`config.mk`:
```
export PLATFORM = sky130hd
export DESIGN_NAME = id_ex_pipe_reg
export DESIGN_NICKNAME = d
export VERILOG_FILES = /design/src/rtl/mips_pipe_pkg.sv /design/src/rtl/id_ex_pipe_reg_load_use_detect.sv /design/src/rtl/id_ex_pipe_reg.sv
export SDC_FILE = /design/constraint.sdc
export NUM_CORES = 1
export LEC_CHECK = 0
export ABC_CLOCK_PERIOD_IN_PS = 2100
export CAP_MARGIN = 5
export CELL_PAD_IN_SITES_DETAIL_PLACEMENT = 0
export CELL_PAD_IN_SITES_GLOBAL_PLACEMENT = 1
export CORE_MARGIN = 2
export CORE_UTILIZATION = 24
export CTS_BUF_LIST = sky130_fd_sc_hd__clkbuf_16
export CTS_CLUSTER_SIZE = 12
export DETAILED_ROUTE_END_ITERATION = 7
export HOLD_SLACK_MARGIN = 0.12
export PLACE_DENSITY_LB_ADDON = 0.1
export SLEW_MARGIN = 15
export SYNTH_ARGS = -nofsm -noshare
export SYNTH_HDL_FRONTEND = slang
export SYNTH_SLANG_ARGS = --single-unit
```
`constraint.sdc`:
```
create_clock -name clk -period 2.1 [get_ports clk]
set_clock_uncertainty 0.15 [all_clocks]
set_input_delay 0.42 -clock clk [delete_from_list [all_inputs] [get_ports clk]]
set_output_delay 0.42 -clock clk [all_outputs]
set_load 0.005 [all_outputs]
```
`src/rtl/mips_pipe_pkg.sv`:
```
// Shared MIPS pipeline types: widths, register-zero constant,
// the decoded control bundle and ALU operation encodings.
package mips_pipe_pkg;

  localparam int DATA_W  = 32;
  localparam int ALUOP_W = 4;
  localparam int REG_AW  = 5;

  localparam logic [REG_AW-1:0] REG_ZERO = 5'd0;

  typedef struct packed {
    logic               reg_write;
    logic               mem_to_reg;
    logic               mem_read;
    logic               mem_write;
    logic               alu_src;
    logic               reg_dst;
    logic [ALUOP_W-1:0] alu_op;
  } ctrl_t;

  typedef enum logic [ALUOP_W-1:0] {
    ALU_AND = 4'h0,
    ALU_OR  = 4'h1,
    ALU_ADD = 4'h2,
    ALU_SUB = 4'h6,
    ALU_SLT = 4'h7,
    ALU_NOR = 4'hc
  } alu_op_e;

endpackage

```
`src/rtl/id_ex_pipe_reg_load_use_detect.sv`:
```
// Combinational load-use check: a load in EX whose Rt feeds
// either source specifier of the instruction in ID.
module load_use_detect
  import mips_pipe_pkg::*;
#(
  parameter int AW = REG_AW
) (
  input  logic          ex_mem_read_i,
  input  logic          ex_valid_i,
  input  logic [AW-1:0] ex_rt_i,
  input  logic [AW-1:0] id_rs_i,
  input  logic [AW-1:0] id_rt_i,
  output logic          load_use_o
);

  logic rt_nz;
  logic rt_hit;

  assign rt_nz  = (ex_rt_i != AW'(REG_ZERO));
  assign rt_hit = (ex_rt_i == id_rs_i) ||
                  (ex_rt_i == id_rt_i);

  // Conservative: Rt match counts even if ID never reads Rt.
  assign load_use_o = ex_mem_read_i && ex_valid_i &&
                      rt_nz && rt_hit;

endmodule

```
`src/rtl/id_ex_pipe_reg.sv`:
```
// ID/EX pipeline register with load-use bubble, flush and freeze.
// Define IDEX_STALL_STATS_EN to add stall/flush event counters.
module id_ex_pipe_reg #(
  parameter int DATA_W  = mips_pipe_pkg::DATA_W,
  parameter int ALUOP_W = mips_pipe_pkg::ALUOP_W,
  parameter int REG_AW  = mips_pipe_pkg::REG_AW
) (
  input  logic               clk,
  input  logic               reset_n,
  input  logic               ext_stall,
  input  logic               flush,
  input  logic               id_reg_write,
  input  logic               id_mem_to_reg,
  input  logic               id_mem_read,
  input  logic               id_mem_write,
  input  logic               id_alu_src,
  input  logic               id_reg_dst,
  input  logic [ALUOP_W-1:0] id_alu_op,
  input  logic [DATA_W-1:0]  id_rdata1,
  input  logic [DATA_W-1:0]  id_rdata2,
  input  logic [DATA_W-1:0]  id_imm,
  input  logic [DATA_W-1:0]  id_pc4,
  input  logic [REG_AW-1:0]  id_rs,
  input  logic [REG_AW-1:0]  id_rt,
  input  logic [REG_AW-1:0]  id_rd,
  output logic               ex_reg_write,
  output logic               ex_mem_to_reg,
  output logic               ex_mem_read,
  output logic               ex_mem_write,
  output logic               ex_alu_src,
  output logic               ex_reg_dst,
  output logic [ALUOP_W-1:0] ex_alu_op,
  output logic [DATA_W-1:0]  ex_rdata1,
  output logic [DATA_W-1:0]  ex_rdata2,
  output logic [DATA_W-1:0]  ex_imm,
  output logic [DATA_W-1:0]  ex_pc4,
  output logic [REG_AW-1:0]  ex_rs,
  output logic [REG_AW-1:0]  ex_rt,
  output logic [REG_AW-1:0]  ex_rd,
  output logic               ex_valid,
  output logic               pc_write,
  output logic               if_id_write,
  output logic               hazard_stall
`ifdef IDEX_STALL_STATS_EN
  ,
  output logic [31:0]        stall_count,
  output logic [31:0]        flush_count
`endif
);

  import mips_pipe_pkg::ctrl_t;

  ctrl_t              id_ctrl;
  ctrl_t              ctrl_d, ctrl_q;
  logic [DATA_W-1:0]  rdata1_d, rdata1_q;
  logic [DATA_W-1:0]  rdata2_d, rdata2_q;
  logic [DATA_W-1:0]  imm_d, imm_q;
  logic [DATA_W-1:0]  pc4_d, pc4_q;
  logic [REG_AW-1:0]  rs_d, rs_q;
  logic [REG_AW-1:0]  rt_d, rt_q;
  logic [REG_AW-1:0]  rd_d, rd_q;
  logic               valid_d, valid_q;
  logic               load_use;
  logic               bubble;

  assign id_ctrl = '{
    reg_write:  id_reg_write,
    mem_to_reg: id_mem_to_reg,
    mem_read:   id_mem_read,
    mem_write:  id_mem_write,
    alu_src:    id_alu_src,
    reg_dst:    id_reg_dst,
    alu_op:     id_alu_op
  };

  load_use_detect #(
    .AW(REG_AW)
  ) u_lud (
    .ex_mem_read_i (ctrl_q.mem_read),
    .ex_valid_i    (valid_q),
    .ex_rt_i       (rt_q),
    .id_rs_i       (id_rs),
    .id_rt_i       (id_rt),
    .load_use_o    (load_use)
  );

  // Flush outranks the hazard so the front end moves to the target.
  assign hazard_stall = load_use && !flush;
  assign pc_write     = !(ext_stall || hazard_stall);
  assign if_id_write  = !(ext_stall || hazard_stall);
  assign bubble       = flush || hazard_stall;

  always_comb begin
    ctrl_d   = ctrl_q;
    rdata1_d = rdata1_q;
    rdata2_d = rdata2_q;
    imm_d    = imm_q;
    pc4_d    = pc4_q;
    rs_d     = rs_q;
    rt_d     = rt_q;
    rd_d     = rd_q;
    valid_d  = valid_q;
    if (ext_stall) begin
      valid_d = valid_q;
    end else if (bubble) begin
      ctrl_d   = '0;
      rdata1_d = '0;
      rdata2_d = '0;
      imm_d    = '0;
      pc4_d    = '0;
      rs_d     = '0;
      rt_d     = '0;
      rd_d     = '0;
      valid_d  = 1'b0;
    end else begin
      ctrl_d   = id_ctrl;
      rdata1_d = id_rdata1;
      rdata2_d = id_rdata2;
      imm_d    = id_imm;
      pc4_d    = id_pc4;
      rs_d     = id_rs;
      rt_d     = id_rt;
      rd_d     = id_rd;
      valid_d  = 1'b1;
    end
  end

  always_ff @(posedge clk) begin
    if (!reset_n) begin
      ctrl_q   <= '0;
      rdata1_q <= '0;
      rdata2_q <= '0;
      imm_q    <= '0;
      pc4_q    <= '0;
      rs_q     <= '0;
      rt_q     <= '0;
      rd_q     <= '0;
      valid_q  <= 1'b0;
    end else begin
      ctrl_q   <= ctrl_d;
      rdata1_q <= rdata1_d;
      rdata2_q <= rdata2_d;
      imm_q    <= imm_d;
      pc4_q    <= pc4_d;
      rs_q     <= rs_d;
      rt_q     <= rt_d;
      rd_q     <= rd_d;
      valid_q  <= valid_d;
    end
  end

  assign ex_reg_write  = ctrl_q.reg_write;
  assign ex_mem_to_reg = ctrl_q.mem_to_reg;
  assign ex_mem_read   = ctrl_q.mem_read;
  assign ex_mem_write  = ctrl_q.mem_write;
  assign ex_alu_src    = ctrl_q.alu_src;
  assign ex_reg_dst    = ctrl_q.reg_dst;
  assign ex_alu_op     = ctrl_q.alu_op;
  assign ex_rdata1     = rdata1_q;
  assign ex_rdata2     = rdata2_q;
  assign ex_imm        = imm_q;
  assign ex_pc4        = pc4_q;
  assign ex_rs         = rs_q;
  assign ex_rt         = rt_q;
  assign ex_rd         = rd_q;
  assign ex_valid      = valid_q;

`ifdef IDEX_STALL_STATS_EN
  logic [31:0] stall_cnt_d, stall_cnt_q;
  logic [31:0] flush_cnt_d, flush_cnt_q;

  // Saturating: a pegged counter means "at least this many".
  always_comb begin
    stall_cnt_d = stall_cnt_q;
    flush_cnt_d = flush_cnt_q;
    if (!ext_stall && hazard_stall && stall_cnt_q != '1)
      stall_cnt_d = stall_cnt_q + 32'd1;
    if (!ext_stall && flush && flush_cnt_q != '1)
      flush_cnt_d = flush_cnt_q + 32'd1;
  end

  always_ff @(posedge clk) begin
    if (!reset_n) begin
      stall_cnt_q <= '0;
      flush_cnt_q <= '0;
    end else begin
      stall_cnt_q <= stall_cnt_d;
      flush_cnt_q <= flush_cnt_d;
    end
  end

  assign stall_count = stall_cnt_q;
  assign flush_count = flush_cnt_q;
`endif

endmodule

```
==> results of run 1 <==
[cells in the final DEF, fill, tap and decap left out, drive strengths merged, types with 2 or more instances in the layout]
cell and count:
clkbuf 17, xnor2 10, o41ai 10, clkdlybuf4s50 309
buf 54, inv 18, a22o 143, and2 2
nand3 12, nand2 3, clkinv 2, bufinv 5
bufbuf 2, dfxtp 154
[stage by stage]
step	area (sq um)	utilization	TNS, ns	hold slack, ns
after global placement	8390	0.419	-52.69	0.305
after detailed placement	8390	0.419	-56.48	0.305
after global routing	9860	0.492	-30.79	0.194
after floorplan	4870	-	-0.00437	0.316
final	9860	0.492	-19.32	0.194
after CTS	9790	0.489	-27.39	0.324
[worst reg2reg max path: stages, from the launching register on]
cell and delay [ns]:
dfxtp_2 0.32, or3_1 0.35, o311a_1 0.33, buf_4 0.16, a211oi_4 0.23, buf_12 0.16, buf_12 0.15, buf_6 0.13
buf_16 0.11, a22o_1 0.14
[cell families (layout without fill, tap and decap cells)]
family | Yosys count | after routing | share of synthesized area
xor+xnor | 10 | 10 | 0.0180
flops | 154 | 154 | 0.634
compound gates | 157 | 157 | 0.283
buf+inv | 48 | 409 | 0.0445
simple gates | 20 | 20 | 0.0206
[power by group through the flow]
stage	Combinational, mW	Sequential [mW]	Clock [mW]
after floorplan	0.211	3.17	0
after global placement	0.838	3.16	0
after detailed placement	0.839	3.16	0
after CTS	0.990	3.10	3.48
after global routing	1.05	3.11	3.62
final	0.987	3.10	3.39
[final cells by class]
type	count	share of cell area
Sequential cell	154	0.313
Inverter	11	0.00419
Clock buffer	17	0.0432
Tap cell	270	0.0343
Timing Repair Buffer	366	0.417
Multi-Input combinational cell	187	0.165
Clock inverter	15	0.0227
[final timing paths]
check	endpoint	slack, ns	depth (start not counted)
max	if_id_write	-0.24	5
min	ex_rs[0]$_SDFFE_PN0N_	0.19	3
max reg2reg	ex_imm[29]$_SDFFE_PN0N_	-0.18	9
min reg2reg	ex_rdata1[23]$_SDFFE_PN0N_	0.32	1
[timing repair]
action | in CTS | in global routing
pin swaps | 5 | 17
resized for setup | 47 | 12
gates cloned | 17 | 0
setup endpoints to repair | 145 | 155
buffers inserted | 15 | 2
[layer usage]
metal	vias up	global-route usage	routed length, um
li1	2196	-	-
met1	2163	0.220	8170
met2	204	0.291	9160
met3	18	0.0625	1440
met4	0	0.0490	233
met5	-	0	0
==> flow_summary.toml, run 1 <==
[status]
status = "finished with violations"
violations = "negative setup slack"

[global_route]
grt-ovfl-total = 0
grt_pass1_vias = 4769
antenna_found_initial = 0
grt_pass1_wl_mm = 29.0
grt_max_degree = 56
track_usage = 0.177

[job]
max_cap_viol_count = 0

[setup_path]
critical_path.slowest_cell = "or3_1"
slowest_delay_ns = 0.35
cp.buffers_inverters = 1
r2r-start = "ex_rt[4]$_SDFFE_PN0N_"
cp.required_ns = 1.53
cp_top_family = "simple AND/OR/NAND/NOR gates"
cp_data_arrival_time_ns = 1.77
path_class = "register to output port"
startpoint = "ex_rt[4]$_SDFFE_PN0N_"
crit_chain = "or3_1 > o311a_1 > and3_4 > nor2_4 > buf_2"
crit_fanout = 2
crit_path_end_kind = "output port"
critPathLaunchType = "register"

[logic_synthesis]
ys_seq_area_frac = 0.634
yosys.area.top_type_share = 0.634
avgSynthCellArea_sq_um = 12.5
synthTopCellsByArea = "dfxtp_1 63%, a22o_1 26%, o41ai_1 1.8%, xnor2_1 1.8%, clkbuf_1 1.7%"
synth-async-reset-ratio = 0
yosysTopAreaCell = "dfxtp_1"
synth.distinct_cells = 18
syn-instance-count = 389
synth_edf_count = 0
synth_commonest_cells = "154 x dfxtp_1, 143 x a22o_1, 22 x clkbuf_1"
yosysMostFrequentCell = "dfxtp_1"
yosys_most_used_dff = "dfxtp_1"
ys_seq_elements = 154
netlist_area_sq_um = 4860
syn_nets = 546
ys.warnings.count = 0

[floorplanning]
core_area_sq_um = 20000
die_x_um = 146
die_area_sq_um = 21400
placement_rows = 52
die_h_um = 146
io_pins = 314
start_util = 0.243

[drt]
drc = 0
detail_route.wl_per_cell_um = 18.6
ant_nets = 0
dr.pass1.iters = 4
wl_mm = 19.0
vias = 4581
dr.first_iter.drc_count = 159
vias_per_cell = 4.49

[pwr]
swShare = 0.219
power_switching_mw = 1.64
pwr_density_cell_nw_per_um2 = 759
p_leak_nw = 3.86
p_clk_frac = 0.454
peakVddDrop_mv = 0.510
p_int_mw = 5.84
p_comb_frac = 0.132
total_power_mw = 7.48
p_seq_frac = 0.414

[timing]
fmax_mhz = 427
min_period_over_period = 1.12
worst_pin_slew_ns = 0.275
finalHoldViolCount = 0
worst_slack_ns = -0.243
report.final.slew_viol_count = 0
relSlewSlack = 0.817
setup_violations = 147
rsz0062_at_grt = "true"
period_needed_ns = 2.34

[clock_network]
clk_pin_slew_worst_paths_ns = 0.06
numCtsBuffers = 17
root_buffer = "clkbuf_16"
holdBufCountCts = 0
tritoncts = "built"
ctsHtreeMaxLevel = 4
clk_path_buf_depth = 2
cts.sinks = 154
clk_latency_ns = 0.41

[layout]
fin_cells = 1020
layout-drive-gt1-share = 0.131
fillCellCount = 1845
multi_input_comb_area_sq_um = 1630
nets = 894
antenna_cells = 0
area_growth_pct = 103
seqCellArea_sq_um = 3090

[placement]
placed_cells = 955
place_congestion = 0.802
hpwl_mm = 11.9
place_ws_ns = -0.542
io_buffers = 313

[worst_hold_path]
hold_path.startpoint = "id_rs[0]"
hold_path_class = "primary input to register"
Power figures use the tool's default switching activity.
==> inputs of run 2 (changes only) <==
- CORE_UTILIZATION: 24 -> 25
- CTS_BUF_LIST: sky130_fd_sc_hd__clkbuf_16 -> sky130_fd_sc_hd__clkbuf_2 sky130_fd_sc_hd__clkbuf_4 sky130_fd_sc_hd__clkbuf_8
==> run 2 against run 1 <==
Against the previous run:
- the flow still finishes with violations (negative setup slack)
- count of clock-buffer cells in the layout stayed put
- global-route usage down 0.30 points
- critical path depth stayed put
- critical path type unchanged
- largest cell class unchanged
- largest power group is now sequential cells
==> flow_summary.toml, run 2 (synthesis gave the netlist of run 1 again) <==
[setup_path]
cp_data_arrival_time_ns = 1.84
path_class = "register to output port"
cp.required_ns = 1.53
crit_fanout = 2
r2r-start = "ex_rt[0]$_SDFFE_PN0N_"
crit_path_end_kind = "output port"
critPathLaunchType = "register"
startpoint = "ex_rt[0]$_SDFFE_PN0N_"

[timing]
relSlewSlack = 0.809
finalHoldViolCount = 0
worst_pin_slew_ns = 0.285
report.final.slew_viol_count = 0
fmax_mhz = 415
setup_violations = 146
period_needed_ns = 2.41
rsz0062_at_grt = "true"
min_period_over_period = 1.15
worst_slack_ns = -0.312

[floorplanning]
start_util = 0.252
die_area_sq_um = 20600
io_pins = 314
die_h_um = 143
core_area_sq_um = 19300
die_x_um = 143
placement_rows = 51

[global_route]
grt-ovfl-total = 0
grt_pass1_vias = 4688
grt_max_degree = 53
antenna_found_initial = 1
track_usage = 0.174
grt_pass1_wl_mm = 27.1

[worst_hold_path]
hold_path.startpoint = "ex_mem_write$_SDFFE_PN0N_"
hold_path_class = "register to register"

[layout]
area_growth_pct = 98.2
antenna_cells = 0
layout-drive-gt1-share = 0.145
nets = 901
postLayoutCellArea_sq_um = 9640
fillCellCount = 1728
final_cell_mix = "309 x clkdlybuf4s50_1, 150 x dfxtp_1, 143 x a22o_1, 17 x clkbuf_8, 17 x buf_4"
layout_commonest_cell = "clkdlybuf4s50_1"

[pwr]
p_seq_frac = 0.485
power_switching_mw = 1.59
pwr_density_cell_nw_per_um2 = 664
p_leak_nw = 3.78
p_clk_frac = 0.361
p_comb_frac = 0.154
swShare = 0.249
peakVddDrop_mv = 0.303
p_int_mw = 4.81
total_power_mw = 6.40

[clock_network]
holdBufCountCts = 0
cts.sinks = 154
root_buffer = "clkbuf_8"
tritoncts = "built"
clk_path_buf_depth = 2
clk_latency_ns = 0.44
numCtsBuffers = 17
ctsHtreeMaxLevel = 4
clk_pin_slew_worst_paths_ns = 0.09

[status]
status = "finished with violations"
violations = "negative setup slack"

[drt]
dr.pass1.iters = 4
wl_mm = 18.3
detail_route.wl_per_cell_um = 17.9
ant_nets = 0
vias_per_cell = 4.51
vias = 4612
dr.first_iter.drc_count = 115
drc = 0

[placement]
io_buffers = 313
dpl_cell_area_sq_um = 8440
hpwl_mm = 12.1
place_congestion = 0.812

[job]
max_cap_viol_count = 0
run 2: cell types whose count changed in the layout (fill, tap and decap cells not counted), sizes merged:
cell / previous run / this run
bufbuf: 2 / 4
buf: 54 / 59
inv: 18 / 17
bufinv: 5 / 2
clkinvlp: 1 / 2
clkinv: 2 / 5
run 2: routing by layer:
layer | share of wire | global-route usage
met1 | 0.41 | 0.204
met2 | 0.48 | 0.286
met3 | 0.092 | 0.0753
met4 | 0.019 | 0.0547
met5 | 0 | 0
run 2: layout make-up:
cell class	count	area, sq um	area share
Timing Repair Buffer	373	4150	0.431
Tap cell	265	332	0.0344
Inverter	11	41.3	0.00428
Multi-Input combinational cell	187	1630	0.169
Clock inverter	15	163	0.0169
Sequential cell	154	3090	0.320
Clock buffer	17	234	0.0243
run 2: timing repair:
action,4_1_cts,5_1_grt
pin swaps,5,5
endpoints found under the setup margin,145,161
gates cloned,18,0
resized for setup,46,16
setup buffers,16,3
run 2: power by group through the flow:
stage,Clock (mW),Sequential (mW),Combinational [mW]
floorplan,0,3.17,0.211
detailed placement,0,3.17,0.849
global route,2.54,3.11,1.05
finish,2.31,3.10,0.987
global placement,0,3.16,0.846
CTS,2.41,3.10,0.992
run 2: worst paths after layout:
check | end | slack (ns) | depth (start not counted)
hold / removal | ex_mem_write$_SDFFE_PN0N_ | 0.33 | 1
setup reg to reg | ex_rdata2[19]$_SDFFE_PN0N_ | -0.25 | 8
hold reg to reg | ex_mem_write$_SDFFE_PN0N_ | 0.33 | 1
setup / recovery | pc_write | -0.31 | 5
run 2: per-stage QoR:
stage	std cells	TNS [ns]	utilization	hold WS, ns	setup slack (ns)
after floorplan	389	-0.00437	-	0.316	-0.00437
after global placement	955	-53.98	0.438	0.305	-0.573
after detailed placement	955	-54.17	0.438	0.303	-0.571
after CTS	1020	-34.51	0.497	0.330	-0.390
after global routing	1022	-41.09	0.500	0.341	-0.438
final	1022	-26.64	0.500	0.326	-0.312
run 2: critical path: stages, from the launching register on:
cell and delay [ns]:
dfxtp_1 0.32, or3_1 0.36, o311a_1 0.33, and3_4 0.21, nor2_4 0.07, buf_2 0.11
==> inputs of run 3 (changes only) <==
- ABC_AREA: default -> 1
- PLACE_DENSITY: default -> 0.81
- PLACE_DENSITY_LB_ADDON: 0.1 -> default
- SLEW_MARGIN: 15 -> 20
==> run 3 against run 2 <==
Against the previous run:
- the flow still finishes with violations (negative setup slack)
- register-to-register slack improved by 0.45 ns
- synthesized cell count rose by 89%
- sequential power barely moved
- largest power group unchanged
==> flow_summary.toml, run 3 <==
[timing]
hold_ws_ns = 0.178
min_period_over_period = 1.10
worst_slack_ns = -0.203
setup_violations = 3
worst_pin_slew_ns = 0.738
tns_ns = -0.520
rsz0062_at_grt = "true"
finalHoldViolCount = 0
report.final.slew_viol_count = 0
relSlewSlack = 0.508
period_needed_ns = 2.30
fmax_mhz = 434

[drt]
wl_mm = 21.1
ant_nets = 0
vias = 6168
dr.pass1.iters = 4
vias_per_cell = 4.50
detail_route.wl_per_cell_um = 15.4
drc = 0
dr.first_iter.drc_count = 318

[floorplanning]
core_area_sq_um = 22800
die_area_sq_um = 24600
io_pins = 314
placement_rows = 55
start_util = 0.256
die_x_um = 157
die_h_um = 157

[setup_path]
r2r-start = "ex_rt[1]$_SDFFE_PN0N_"
crit_path_end_kind = "output port"
critPathLaunchType = "register"
path_class = "register to output port"
crit_fanout = 7
r2r_end = "ex_rdata1[18]$_SDFFE_PN0N_"
cp.required_ns = 1.53
rrSetupSlack_ns = 0.20
reg2reg_depth = 11
cp_data_arrival_time_ns = 1.73

[logic_synthesis]
avgSynthCellArea_sq_um = 7.93
ys_seq_elements = 154
ys.warnings.count = 0
yosys.area.top_type_share = 0.528
synth.distinct_cells = 17
syn-instance-count = 737
synthTopCellsByArea = "dfxtp_1 53%, nand3_1 13%, a21oi_1 13%, nand2_1 11%, buf_8 2.3%"
yosysTopAreaCell = "dfxtp_1"
synth-async-reset-ratio = 0
synth_commonest_cells = "176 x nand2_1, 156 x nand3_1, 154 x a21oi_1, 154 x dfxtp_1, 35 x clkbuf_1"
synth_edf_count = 0
yosysMostFrequentCell = "nand2_1"
netlist_area_sq_um = 5840
ys_seq_area_frac = 0.528
yosys_most_used_dff = "dfxtp_1"
syn_nets = 894

[global_route]
grt_max_degree = 155
track_usage = 0.163
use_met3 = 0.0703
grt_pass1_vias = 5868
grtUsageMet2 = 0.278
antenna_found_initial = 1
grt_pass1_wl_mm = 31.6
grt.busiest_layer = "met2"
grt-ovfl-total = 0
grtUsageMet1 = 0.186

[layout]
final_cell_mix = "299 x clkdlybuf4s50_1, 173 x nand2_1, 156 x nand3_1, 154 x a21oi_1, 149 x dfxtp_1"
layout-drive-gt1-share = 0.0871
layout_commonest_cell = "clkdlybuf4s50_1"
nets = 1200
area_growth_pct = 69.6

[clock_network]
tritoncts = "built"
clk_path_buf_depth = 2
ctsHtreeMaxLevel = 4
clk_latency_ns = 0.43
cts.sinks = 154
root_buffer = "clkbuf_8"
numCtsBuffers = 17
clk_pin_slew_worst_paths_ns = 0.09

[status]
violations = "negative setup slack"
status = "finished with violations"

[placement]
hpwl_mm = 14.1
io_buffers = 313
place_congestion = 0.757

[pwr]
p_leak_nw = 3.58
pwr_density_cell_nw_per_um2 = 655
total_power_mw = 6.49
peakVddDrop_mv = 0.333

[worst_hold_path]
hold_depth = 3
hold_path.startpoint = "id_rt[2]"
hold_path_class = "primary input to register"
hold_end = "ex_rt[2]$_SDFFE_PN0N_"

[job]
max_cap_viol_count = 0
-- run 3: per-layer routing --
layer  wire length (um)  part of all wire
met3               1940             0.092
met4                303             0.014
met2              10300              0.49
met1               8570              0.41
met5                  0                 0
-- run 3: worst max-delay path: stages (launching register included) --
cell and delay [ns]:
dfxtp_4 0.38, nor2_1 0.11, nor2_2 0.05, nor2_1 0.11, nand3_1 0.10, nand2_2 0.10, nand2_4 0.07, nor2_4 0.11
or2_1 0.11, inv_1 0.04, buf_2 0.12
-- run 3: worst max path at each step --
stage	slack (ns)	startpoint	end
finish	-0.20	ex_rt[0]$_SDFFE_PN0N_	if_id_write
global route	-0.36	ex_rt[2]$_SDFFE_PN0N_	if_id_write
CTS	-0.30	ex_rt[1]$_SDFFE_PN0N_	if_id_write
detailed placement	-0.70	id_rs[0]	if_id_write
global placement	-0.69	id_rs[2]	if_id_write
floorplan	0.14	id_rt[0]	pc_write
-- run 3: metrics by stage --
step                      area (sq um)  setup slack (ns)  instances  utilization
after floorplan                   5840             0.141        737            -
after global placement            9380            -0.690       1331        0.412
after detailed placement          9380            -0.701       1331        0.412
after CTS                         9840            -0.305       1367        0.432
after global routing              9910            -0.363       1369        0.435
final                             9910            -0.203       1370        0.435
-- run 3: area by class of cell --
class / count / area, sq um
clock inverter: 12 / 164
multi-input combinational: 502 / 2320
sequential: 154 / 3100
timing repair buffer: 354 / 3620
fill: 2302 / 12900
antenna: 1 / 2.50
inverter: 14 / 55.1
tap: 313 / 392
clock buffer: 20 / 263
-- run 3: timing repair --
action	4_1_cts	5_1_grt
resized for setup	34	10
setup buffers	4	0
endpoints found under the setup margin	12	102
hold buffers	0	1
hold endpoints to repair	0	1
gates cloned	0	1
pin swaps	8	9
-- run 3: kinds of logic after synthesis --
family                    after synthesis  share of synthesized area
AOI/OAI and AO/OA                     154                      0.132
xor gates and xnor gates                2                    0.00300
buffers and inverters                  81                     0.0795
DFF                                   154                      0.528
and+or+nand+nor                       346                      0.258
-- run 3: power by group --
group,switching (mW),total [mW],internal (mW)
Sequential,0.0607,3.09,3.03
Clock,1.19,2.44,1.25
Combinational,0.367,0.962,0.595
